## src/rtl/jtkiwi_pkg.sv

```systemverilog
// Shared definitions for the Kiwi shared-RAM arbiter.
// State encoding, owner encoding and open-bus value.
package jtkiwi_pkg;

    typedef enum logic [1:0] {
        ST_IDLE = 2'd0,
        ST_ACC  = 2'd1,
        ST_DATA = 2'd2
    } shr_state_e;

    localparam logic OWN_MAIN = 1'b0;
    localparam logic OWN_SUB  = 1'b1;

    localparam logic [7:0] SHR_OPEN_BUS = 8'hFF;

endpackage

```

## src/rtl/jtkiwi_shram_arb.sv

```systemverilog
// Round-robin arbiter between main and sub CPU for the shared RAM.
// CPU cycles are stretched through *_wait until the access completes.
module jtkiwi_shram_arb
    import jtkiwi_pkg::*;
#(
    parameter int AW = 13,
    parameter int DW = 8
) (
    input  logic          clk,
    input  logic          rstn,
    input  logic          mshramen,
    input  logic          main_cs,
    input  logic          main_rnw,
    input  logic [AW-1:0] main_addr,
    input  logic [DW-1:0] main_din,
    output logic [DW-1:0] main_dout,
    output logic          main_wait,
    input  logic          sub_cs,
    input  logic          sub_rnw,
    input  logic [AW-1:0] sub_addr,
    input  logic [DW-1:0] sub_din,
    output logic [DW-1:0] sub_dout,
    output logic          sub_wait,
    output logic [AW-1:0] ram_addr,
    output logic [DW-1:0] ram_din,
    output logic          ram_we,
    input  logic [DW-1:0] ram_dout
);

    localparam logic [DW-1:0] OPEN_BUS = DW'(SHR_OPEN_BUS);

    shr_state_e    state_q, state_d;
    logic          owner_q, owner_d;
    logic          last_q, last_d;
    logic          we_q, we_d;
    logic          ram_we_q, ram_we_d;
    logic [AW-1:0] addr_q, addr_d;
    logic [DW-1:0] din_q, din_d;
    logic [DW-1:0] main_dout_q, main_dout_d;
    logic [DW-1:0] sub_dout_q, sub_dout_d;
    logic          main_served_q, main_served_d;
    logic          sub_served_q, sub_served_d;

    logic main_pend, sub_pend, sub_gated, grant_sub;
    logic main_set, sub_set;

    assign main_pend = main_cs & ~main_served_q;
    assign sub_pend  = sub_cs & ~sub_served_q & mshramen;
    // With the sub CPU locked out it sees open bus in one clock
    assign sub_gated = sub_cs & ~sub_served_q & ~mshramen;
    assign grant_sub = sub_pend & (~main_pend | (last_q == OWN_MAIN));

    always_comb begin
        state_d     = state_q;
        owner_d     = owner_q;
        last_d      = last_q;
        we_d        = we_q;
        ram_we_d    = 1'b0;
        addr_d      = addr_q;
        din_d       = din_q;
        main_dout_d = main_dout_q;
        sub_dout_d  = sub_dout_q;
        main_set    = 1'b0;
        sub_set     = 1'b0;
        unique case (state_q)
            ST_IDLE: begin
                if (main_pend | sub_pend) begin
                    owner_d  = grant_sub;
                    last_d   = grant_sub;
                    addr_d   = grant_sub ? sub_addr : main_addr;
                    din_d    = grant_sub ? sub_din : main_din;
                    we_d     = grant_sub ? ~sub_rnw : ~main_rnw;
                    ram_we_d = we_d;
                    state_d  = ST_ACC;
                end
            end
            ST_ACC: begin
                state_d = ST_DATA;
            end
            ST_DATA: begin
                if (owner_q == OWN_MAIN && main_cs) begin
                    main_set = 1'b1;
                    if (!we_q) main_dout_d = ram_dout;
                end
                if (owner_q == OWN_SUB && sub_cs) begin
                    sub_set = 1'b1;
                    if (!we_q) sub_dout_d = ram_dout;
                end
                state_d = ST_IDLE;
            end
            default: state_d = ST_IDLE;
        endcase
        if (sub_gated) sub_dout_d = OPEN_BUS;
        main_served_d = main_cs & (main_served_q | main_set);
        sub_served_d  = sub_cs & (sub_served_q | sub_set | sub_gated);
    end

    always_ff @(posedge clk or negedge rstn) begin
        if (!rstn) begin
            state_q       <= ST_IDLE;
            owner_q       <= OWN_MAIN;
            last_q        <= OWN_SUB;
            we_q          <= 1'b0;
            ram_we_q      <= 1'b0;
            addr_q        <= '0;
            din_q         <= '0;
            main_dout_q   <= OPEN_BUS;
            sub_dout_q    <= OPEN_BUS;
            main_served_q <= 1'b0;
            sub_served_q  <= 1'b0;
        end else begin
            state_q       <= state_d;
            owner_q       <= owner_d;
            last_q        <= last_d;
            we_q          <= we_d;
            ram_we_q      <= ram_we_d;
            addr_q        <= addr_d;
            din_q         <= din_d;
            main_dout_q   <= main_dout_d;
            sub_dout_q    <= sub_dout_d;
            main_served_q <= main_served_d;
            sub_served_q  <= sub_served_d;
        end
    end

    assign main_wait = main_cs & ~main_served_q;
    assign sub_wait  = sub_cs & ~sub_served_q;
    assign main_dout = main_dout_q;
    assign sub_dout  = sub_dout_q;
    assign ram_addr  = addr_q;
    assign ram_din   = din_q;
    assign ram_we    = ram_we_q;

endmodule

```

## config.mk

```make
export PLATFORM = sky130hd
export DESIGN_NAME = jtkiwi_shram_arb
export DESIGN_NICKNAME = d
export VERILOG_FILES = /design/src/rtl/jtkiwi_pkg.sv /design/src/rtl/jtkiwi_shram_arb.sv
export SDC_FILE = /design/constraint.sdc
export NUM_CORES = 1
export LEC_CHECK = 0
export ABC_AREA = 1
export CAP_MARGIN = 5
export CORE_MARGIN = 2
export CORE_UTILIZATION = 46
export DETAILED_ROUTE_END_ITERATION = 16
export PLACE_DENSITY = 0.91
export SLEW_MARGIN = 20
export SYNTH_ARGS = -nofsm -noshare
export SYNTH_HDL_FRONTEND = slang
export SYNTH_SLANG_ARGS = --single-unit
```

## constraint.sdc

```tcl
create_clock -name clk -period 2.77 [get_ports clk]
set_input_delay 0.4155 -clock clk [delete_from_list [all_inputs] [get_ports clk]]
set_output_delay 0.4155 -clock clk [all_outputs]
set_load 0.05 [all_outputs]
```

==> results.ini <==
[outcome]
outcome=finished, final reports clean

[timing]
max_freq_mhz=419.5
finalCritPeriodShare_pct=86.06
finClkSkew_ps=6.829
hold_viol_final=0
setup_tns_ps=0
holdWs_ps=79.40
final_max_slew_viol_count=0
fin_ws_ps=386.3
finalSetupViolCount=0
worstMarginPinSlew_ps=619.1
rsz0062_at_grt=no
fin_crit_ps=2384
slew-limit-headroom_pct=58.64

[yosys]
syn_area_um2=2303
ys_types=23
syn_inst=293
syn_avg_cell_area_um2=7.862
ys_ff_latch=45
yosysSeqAreaShare_pct=49.81
syn-num-nets=350
yosys_warnings=0

[placed_design]
place_congestion=0.7719
pre_cts_slack_ps=384.6
dp.cells=446
port_buffers=96
place_hpwl_um=3933

[drt]
detail_route.wirelength_um=5349
drt_iter0_drc=65
final_antenna_net_count=0
drc=0
first_pass_iters=4
num_vias=2140
routedWlPerCell_um=11.76
via_per_inst=4.703

[final_layout]
multi_input_area_um2=817.0
final_layout_size_suffix_gt1_share_pct=11.08
area_growth_pct=45.63
diodes=0
instances_no_fill=455
n_fill_cell=394
seq_area_um2=1147
finalNetCount=444

[floorplanning]
die_area_um2=5590
start_util_pct=48.13
rows=25
ioPinCount=97
die-width_um=74.77
die_y_um=74.77
core_um2=4786

[grt]
grt_start_max_net_pins=46
grt_pass1_vias=2100
grt_pass1_wl_um=8990
grt_usage_pct=20.90
grt_antenna_before_repair=0
gr-total-overflow=0

[worst_setup_path]
startpoint_type=input port
path_cells=clkdlybuf4s50_1 > inv_1 > nor2_1 > clkdlybuf4s50_1
crit_path_max_fanout=3
crit_slowest_cell=clkdlybuf4s50_1
crit_top_cell=clkdlybuf4s50_1
crit_arrival_ps=1970
crit_family=buffers and inverters
slowest_delay_ps=800
path_class=in2out
end_kind=primary output
cp.buffers_inverters=3
required_ps=2350

[pwr]
leakage_nw=1.712
p_int_mw=1.823
p_sw_mw=1.726
p_comb_share_pct=57.0
seqPwrFrac_pct=32.3
power_density_nw_per_um2=1058
power.share.switching_pct=48.63
pwr-share-clk_pct=10.7
ir_worst_vdd_v=0.0005746
finalPower_mw=3.550

[clocking]
cts.sink_count=45
cts_tree=done
h-tree-depth=2
clk_transition_reported_paths_ps=80
ctsHoldBuffers=0
root_buffer=clkbuf_8
cts_resized=0
cts_buffers=5
clk_latency_ps=290
postCtsSetupBuffers=0
cts.path.max_buffers=2

[run]
maxCapViolations=0

[worst_hold_path]
hold_class=in2async

## cell usage after synthesis
cell | n | area [um2]
nor2_1 | 3 | 11.26
buf_2 | 2 | 10.01
nor2_4 | 1 | 11.26
nand3_4 | 2 | 35.03
nand2_2 | 2 | 12.51
o21ai_0 | 9 | 45.04
buf_4 | 2 | 15.01
nand2_4 | 1 | 11.26
dfstp_2 | 17 | 446.7
inv_1 | 58 | 217.7
o21ai_1 | 2 | 10.01
a21oi_1 | 4 | 20.02
nand3_1 | 49 | 245.2
nor2_2 | 2 | 12.51
a21oi_4 | 1 | 16.27
nand2_1 | 96 | 360.4
nor3_2 | 1 | 10.01
inv_4 | 1 | 6.260
nand3_2 | 1 | 10.01
dfrtp_1 | 28 | 700.7
buf_6 | 7 | 78.83
inv_2 | 3 | 11.26
a31oi_1 | 1 | 6.260
## routing by layer
layer	GRT usage, %	up-vias	part of all wire (%)
li1	-	1072	-
met1	24.37	981	41
met2	38.54	80	51
met3	4.685	7	7.3
met4	5.952	0	0.99
met5	0	-	0
## cell type report
| class | count | share of cell area [%] |
|---|---|---|
| Clock buffer | 6 | 2.163 |
| Clock inverter | 2 | 0.2984 |
| Inverter | 62 | 7.012 |
| Multi-Input combinational cell | 175 | 24.36 |
| Sequential cell | 45 | 34.20 |
| Tap cell | 67 | 2.499 |
| Timing Repair Buffer | 98 | 29.47 |
## cell usage in the layout, fill, tap and decap left out, types with 2 or more instances in the layout
| master | count |
|---|---|
| inv_1 | 58 |
| o21ai_1 | 2 |
| nand2_2 | 2 |
| buf_4 | 2 |
| clkdlybuf4s50_1 | 94 |
| o21ai_0 | 9 |
| nand3_1 | 49 |
| nand2_1 | 96 |
| a21oi_1 | 4 |
| nand3_4 | 2 |
| dfrtp_1 | 28 |
| nor2_2 | 2 |
| dfstp_2 | 17 |
| clkinv_2 | 2 |
| nor2_1 | 3 |
| clkbuf_8 | 5 |
| inv_2 | 3 |
## registers in the layout, indices dropped and copies added (netlist names)
signal	flops
main_dout	8
state_q	2
we_q	1
owner_q	1
sub_dout	8
ram_din	8
last_q	1
ram_addr	13
sub_served_q	1
main_served_q	1
ram_we	1
## final timing paths
path,to,from,slack (ps),cells after the start
setup / recovery,sub_wait,sub_cs,390,4
hold / removal,sub_served_q$_DFF_PN0_,rstn,80,1
max in group asynchronous,sub_dout[1]$_DFFE_PN1P_,rstn,2140,2
min in group clk,state_q[1]$_DFFE_PN0P_,state_q[1]$_DFFE_PN0P_,460,1
setup reg to reg,we_q$_DFFE_PN0P_,last_q$_DFFE_PN1P_,1100,5
hold reg to reg,state_q[1]$_DFFE_PN0P_,state_q[1]$_DFFE_PN0P_,460,1
## kinds of logic after synthesis
group / share of synthesized area (%)
AO/OA/AOI/OAI: 4.237
buffers and inverters: 14.72
flip-flops: 49.81
AND/OR/NAND/NOR: 31.23
## power groups by stage
stage                     combinational [mW]  clock [mW]  sequential, mW
final                                   2.02       0.379            1.15
after global routing                    2.17       0.419            1.18
after CTS                               2.04       0.391            1.15
after detailed placement                2.04           0            1.15
after global placement                  2.00           0            1.15
after floorplan                        0.566           0            1.99
## stage by stage
stage               utilization [%]  area (um2)
global placement              67.79        3244
detailed placement            67.79        3244
CTS                           69.52        3327
floorplan                         -        2303
finish                        70.09        3354
global route                  70.09        3354
(Power assumes the default switching activity.)
==> patch 1: new RTL, same flow settings <==
The 3 states of `shr_state_e` get a one-hot encoding in 3 bits.
--- a/src/rtl/jtkiwi_pkg.sv
+++ b/src/rtl/jtkiwi_pkg.sv
@@ -3,8 +3,8 @@
 package jtkiwi_pkg;
 
-    typedef enum logic [1:0] {
-        ST_IDLE = 2'd0,
-        ST_ACC  = 2'd1,
-        ST_DATA = 2'd2
+    typedef enum logic [2:0] {
+        ST_IDLE = 3'b001,
+        ST_ACC  = 3'b010,
+        ST_DATA = 3'b100
     } shr_state_e;
 
Behaviour: same outputs for any inputs over 10 cycles, from zero or initial values and one cycle with rstn low; not proved beyond that.
==> patch 1 against the original RTL <==
  * Design area is 2.4% higher
  * Sequential cell count is 1 higher
  * Routed wire length is 8.5% higher
  * Synthesized area is 2.8% higher
  * Die area is 2.7% higher
  * Worst setup slack better by 33 ps
  * First-iteration DRC count is 42% higher
  * Combinational power is 6% lower
  * Total power is 3.7% lower
  * Synthesized cell count is 3.8% higher
  * Largest cell class unchanged
  * Highest routed layer unchanged
==> patch 1: results (changes against the original RTL) <==
outcome = finished, final reports clean
Sw Share = 48.2% (-0.41 points)
Mapped Nets = 361 (+3.1%)
first-pass GRT wire length = 9.54 mm (+6.1%)
Final Wtd Congestion = 0.859 (+11%)
Via Count = 2,218 (+3.6%)
Max FO, Critical Path = 5 (+2)
cell count of the worst reg-to-reg path = 7 (+2)
max_slew headroom = 57.0% (-1.7 points)
CTS max path bufs = 2 (unchanged)
number of global-route vias before repair = 2,217 (+5.6%)
post-CTS setup buffers = 0 (unchanged)
Clock Skews = 4.38 ps (-2.45 ps)
worst hold margin = 102 ps (+22.7 ps)
max reg flops = 13 (unchanged)
worst reg2reg setup slack = 1030 ps (-70 ps)
synth cell count leaders = 105 x nand2_1, 58 x inv_1, 57 x nand3_1
nets = 454 (+2.3%)
LEAKAGE = 0.00177 uW (+3.5%)
DRT iter0 DRCs = 92 (+42%)
share of layout cells above drive strength 1 = 10.6% (-0.53 points)
WL final = 5.81 mm (+8.5%)
Layout fillers = 414 (+5.1%)
synth top area cells = dfrtp_1 30%, dfstp_2 20%, nand2_1 17%, nand3_1 12%, inv_1 9.2%
maximum vdd drop = 0.571 mV (-0.61%)
Critical R2R Launch = sub_served_q
Worst Path Arrival = 1940 ps (-30 ps)
pin count of the biggest net entering global routing = 47 (+2.2%)
DP HPWL = 4.32 mm (+9.8%)
GRT Util Overall = 21.9% (+1.0 points)
register area share after synthesis = 49.6% (-0.26 points)
FF-to-FF End = ram_din[1]
Yosys cell types = 24 (+4.3%)
Worst-Skew Late Latency = 290 ps (about the same)
post-CTS resize count = 0 (unchanged)
patch 1: changes by cell type in the layout (fill, tap and decap cells not counted), moves of 3 or more:
| cell | change |
|---|---|
| nand2_1 | +9 |
| nand3_1 | +8 |
| o21ai_0 | -7 |
| o21ai_2 | +5 |
| a21oi_1 | -3 |
| nand4_1 | +3 |
patch 1: kinds of logic after synthesis:
family,Yosys count,share of synthesized area (%)
flops,46,49.6
simple gates,175,33.4
compound gates,11,3.75
buf+inv,72,13.3
patch 1: how the worst max path moves through the flow:
stage	end	slack, ps
after floorplan	sub_dout[3]	1380
after global placement	sub_wait	470
after detailed placement	sub_wait	420
after CTS	sub_wait	420
after global routing	sub_wait	360
final	sub_wait	420
patch 1: layer usage:
| layer | GRT usage (%) | part of all wire [%] | vias up |
|---|---|---|---|
| met1 | 24.5 | 41 | 1017 |
| met3 | 5.03 | 6.7 | 9 |
| li1 | - | - | 1115 |
| met2 | 40.8 | 51 | 77 |
| met4 | 7.21 | 1.1 | 0 |
| met5 | 0 | 0 | - |
patch 1: final cells by class:
cell class,count,share of cell area [%]
clock buffers,8,2.33
multi-input cells,186,25.6
well taps,70,2.55
flip-flops and latches,46,34.2
repair buffers,98,28.8
inverters,60,6.55
patch 1: stage by stage:
stage                     total power [uW]  worst slack (ps)  utilization, %  instances  cell area (sq um)
final                                 3420               419            68.1        468               3440
after global routing                  3630               357            68.1        468               3440
after CTS                             3440               418            67.6        467               3410
after detailed placement              3050               421            66.0        459               3330
after global placement                3000               471            66.0        459               3330
after floorplan                       2450              1380               -        304               2370
patch 1: power groups by stage:
stage	logic, uW	clock network, uW	registers, uW
global route	2030	423	1170
CTS	1910	394	1140
global placement	1860	0	1140
detailed placement	1910	0	1140
finish	1890	386	1140
floorplan	562	0	1880
==> patch 2: new RTL, same settings <==
Made on the original files. The parameter `DW` goes from 8 to 7.
--- a/src/rtl/jtkiwi_shram_arb.sv
+++ b/src/rtl/jtkiwi_shram_arb.sv
@@ -5,5 +5,5 @@
 #(
     parameter int AW = 13,
-    parameter int DW = 8
+    parameter int DW = 7
 ) (
     input  logic          clk,
Interface: changed (6 resized); port bits go from 97 to 91. No check against the original RTL was run, so the function may have changed too.
==> patch 2 against the original RTL <==
  * Cell count decreased by 8.1%
  * Clock skew is 0.75 ps lower
  * Worst setup slack improved by 61 ps
  * Design area fell by 7.8%
  * Non-clock buffer count shrank 6
  * Count of clock-buffer cells in the layout rose by 1
  * Sequential cell count fell by 3
  * Routed wire length down 5.4%
  * Total power down 5.4%
  * Synthesized area fell by 9.6%
==> patch 2: results (changes against the original RTL) <==
outcome = finished, final reports clean
placed instance area = 0.00300 sq mm (-7.5%)
Final Wtd Congestion = 0.831 (+7.7%)
nets = 419 (-5.6%)
first-pass GRT wire length = 8.43 mm (-6.2%)
max_slew headroom = 40.9% (-18 points)
WL final = 5.06 mm (-5.4%)
Post-Syn Instances = 277 (-5.5%)
Mapped Nets = 331 (-5.4%)
max incr delay on CP = 800 ps (about the same)
maximum vdd drop = 0.739 mV (+29%)
synth cell count leaders = 92 x nand2_1, 56 x inv_1, 47 x nand3_1
GRT Util Overall = 21.0% (+0.086 points)
Clock Skews = 6.08 ps (-0.752 ps)
DP HPWL = 3.80 mm (-3.4%)
IO Port Bufs = 90 (-6.3%)
compound-cell area share of the yosys netlist = 4.08% (-0.15 points)
pin count of the biggest net entering global routing = 43 (-6.5%)
Wirelength per Cell = 12.1 microns (+3.0%)
Layout fillers = 348 (-12%)
DRT iter0 DRCs = 84 (+29%)
Via Count = 2,012 (-6.0%)
Yosys cell types = 20 (-13%)
Placed Cells = 410 (-8.1%)
synth top area cells = dfrtp_1 32%, dfstp_2 19%, nand2_1 17%, nand3_1 11%, inv_1 10%
cell count of the worst reg-to-reg path = 7 (+2)
register area share after synthesis = 51.4% (+1.5 points)
number of global-route vias before repair = 1,922 (-8.5%)
LEAKAGE = 0.00160 uW (-6.4%)
==> patch 2: report_power, final <==
part | internal [uW] | switching, uW
clock | 201 | 197
sequential | 929 | 153
combinational | 612 | 1270
total | 1740 | 1620
==> patch 2: final timing paths <==
kind                       slack [ps]         start           to
setup / recovery                  450        sub_cs     sub_wait
hold / removal                    240          rstn   state_q[1]
setup reg to reg                 1120  sub_served_q   ram_din[1]
hold reg to reg                   470   sub_dout[0]  sub_dout[0]
max in group asynchronous        1980          rstn  ram_addr[2]
min in group clk                  470   sub_dout[0]  sub_dout[0]
==> patch 2: logic make-up (layout without fill, tap and decap cells) <==
logic type	Yosys count	count (layout)
compound gates	16	16
buf+inv	70	159
flops	42	42
simple gates	149	149
==> patch 2: area by class of cell <==
type,count,area [sq um],area share (%)
sequential,42,1070,34.6
timing repair buffer,92,911,29.4
multi-input combinational,165,734,23.7
inverter,59,221,7.16
clock buffer,7,86.3,2.79
tap,52,65.1,2.10
clock inverter,1,5.00,0.162
==> patch 2: metrics by stage <==
step	hold slack (ps)	worst slack, ps
6_report	241	447
5_1_grt	331	390
2_1_floorplan	120	1240
3_5_place_dp	439	450
4_1_cts	274	445
3_3_place_gp	434	465
==> patch 2: metal layers <==
layer | vias up | routed length, microns | track usage, %
met5 | - | 0 | 0
met4 | 0 | 64 | 6.71
met3 | 8 | 475 | 7.31
met2 | 81 | 2540 | 36.9
met1 | 915 | 1980 | 23.9
li1 | 1008 | - | -
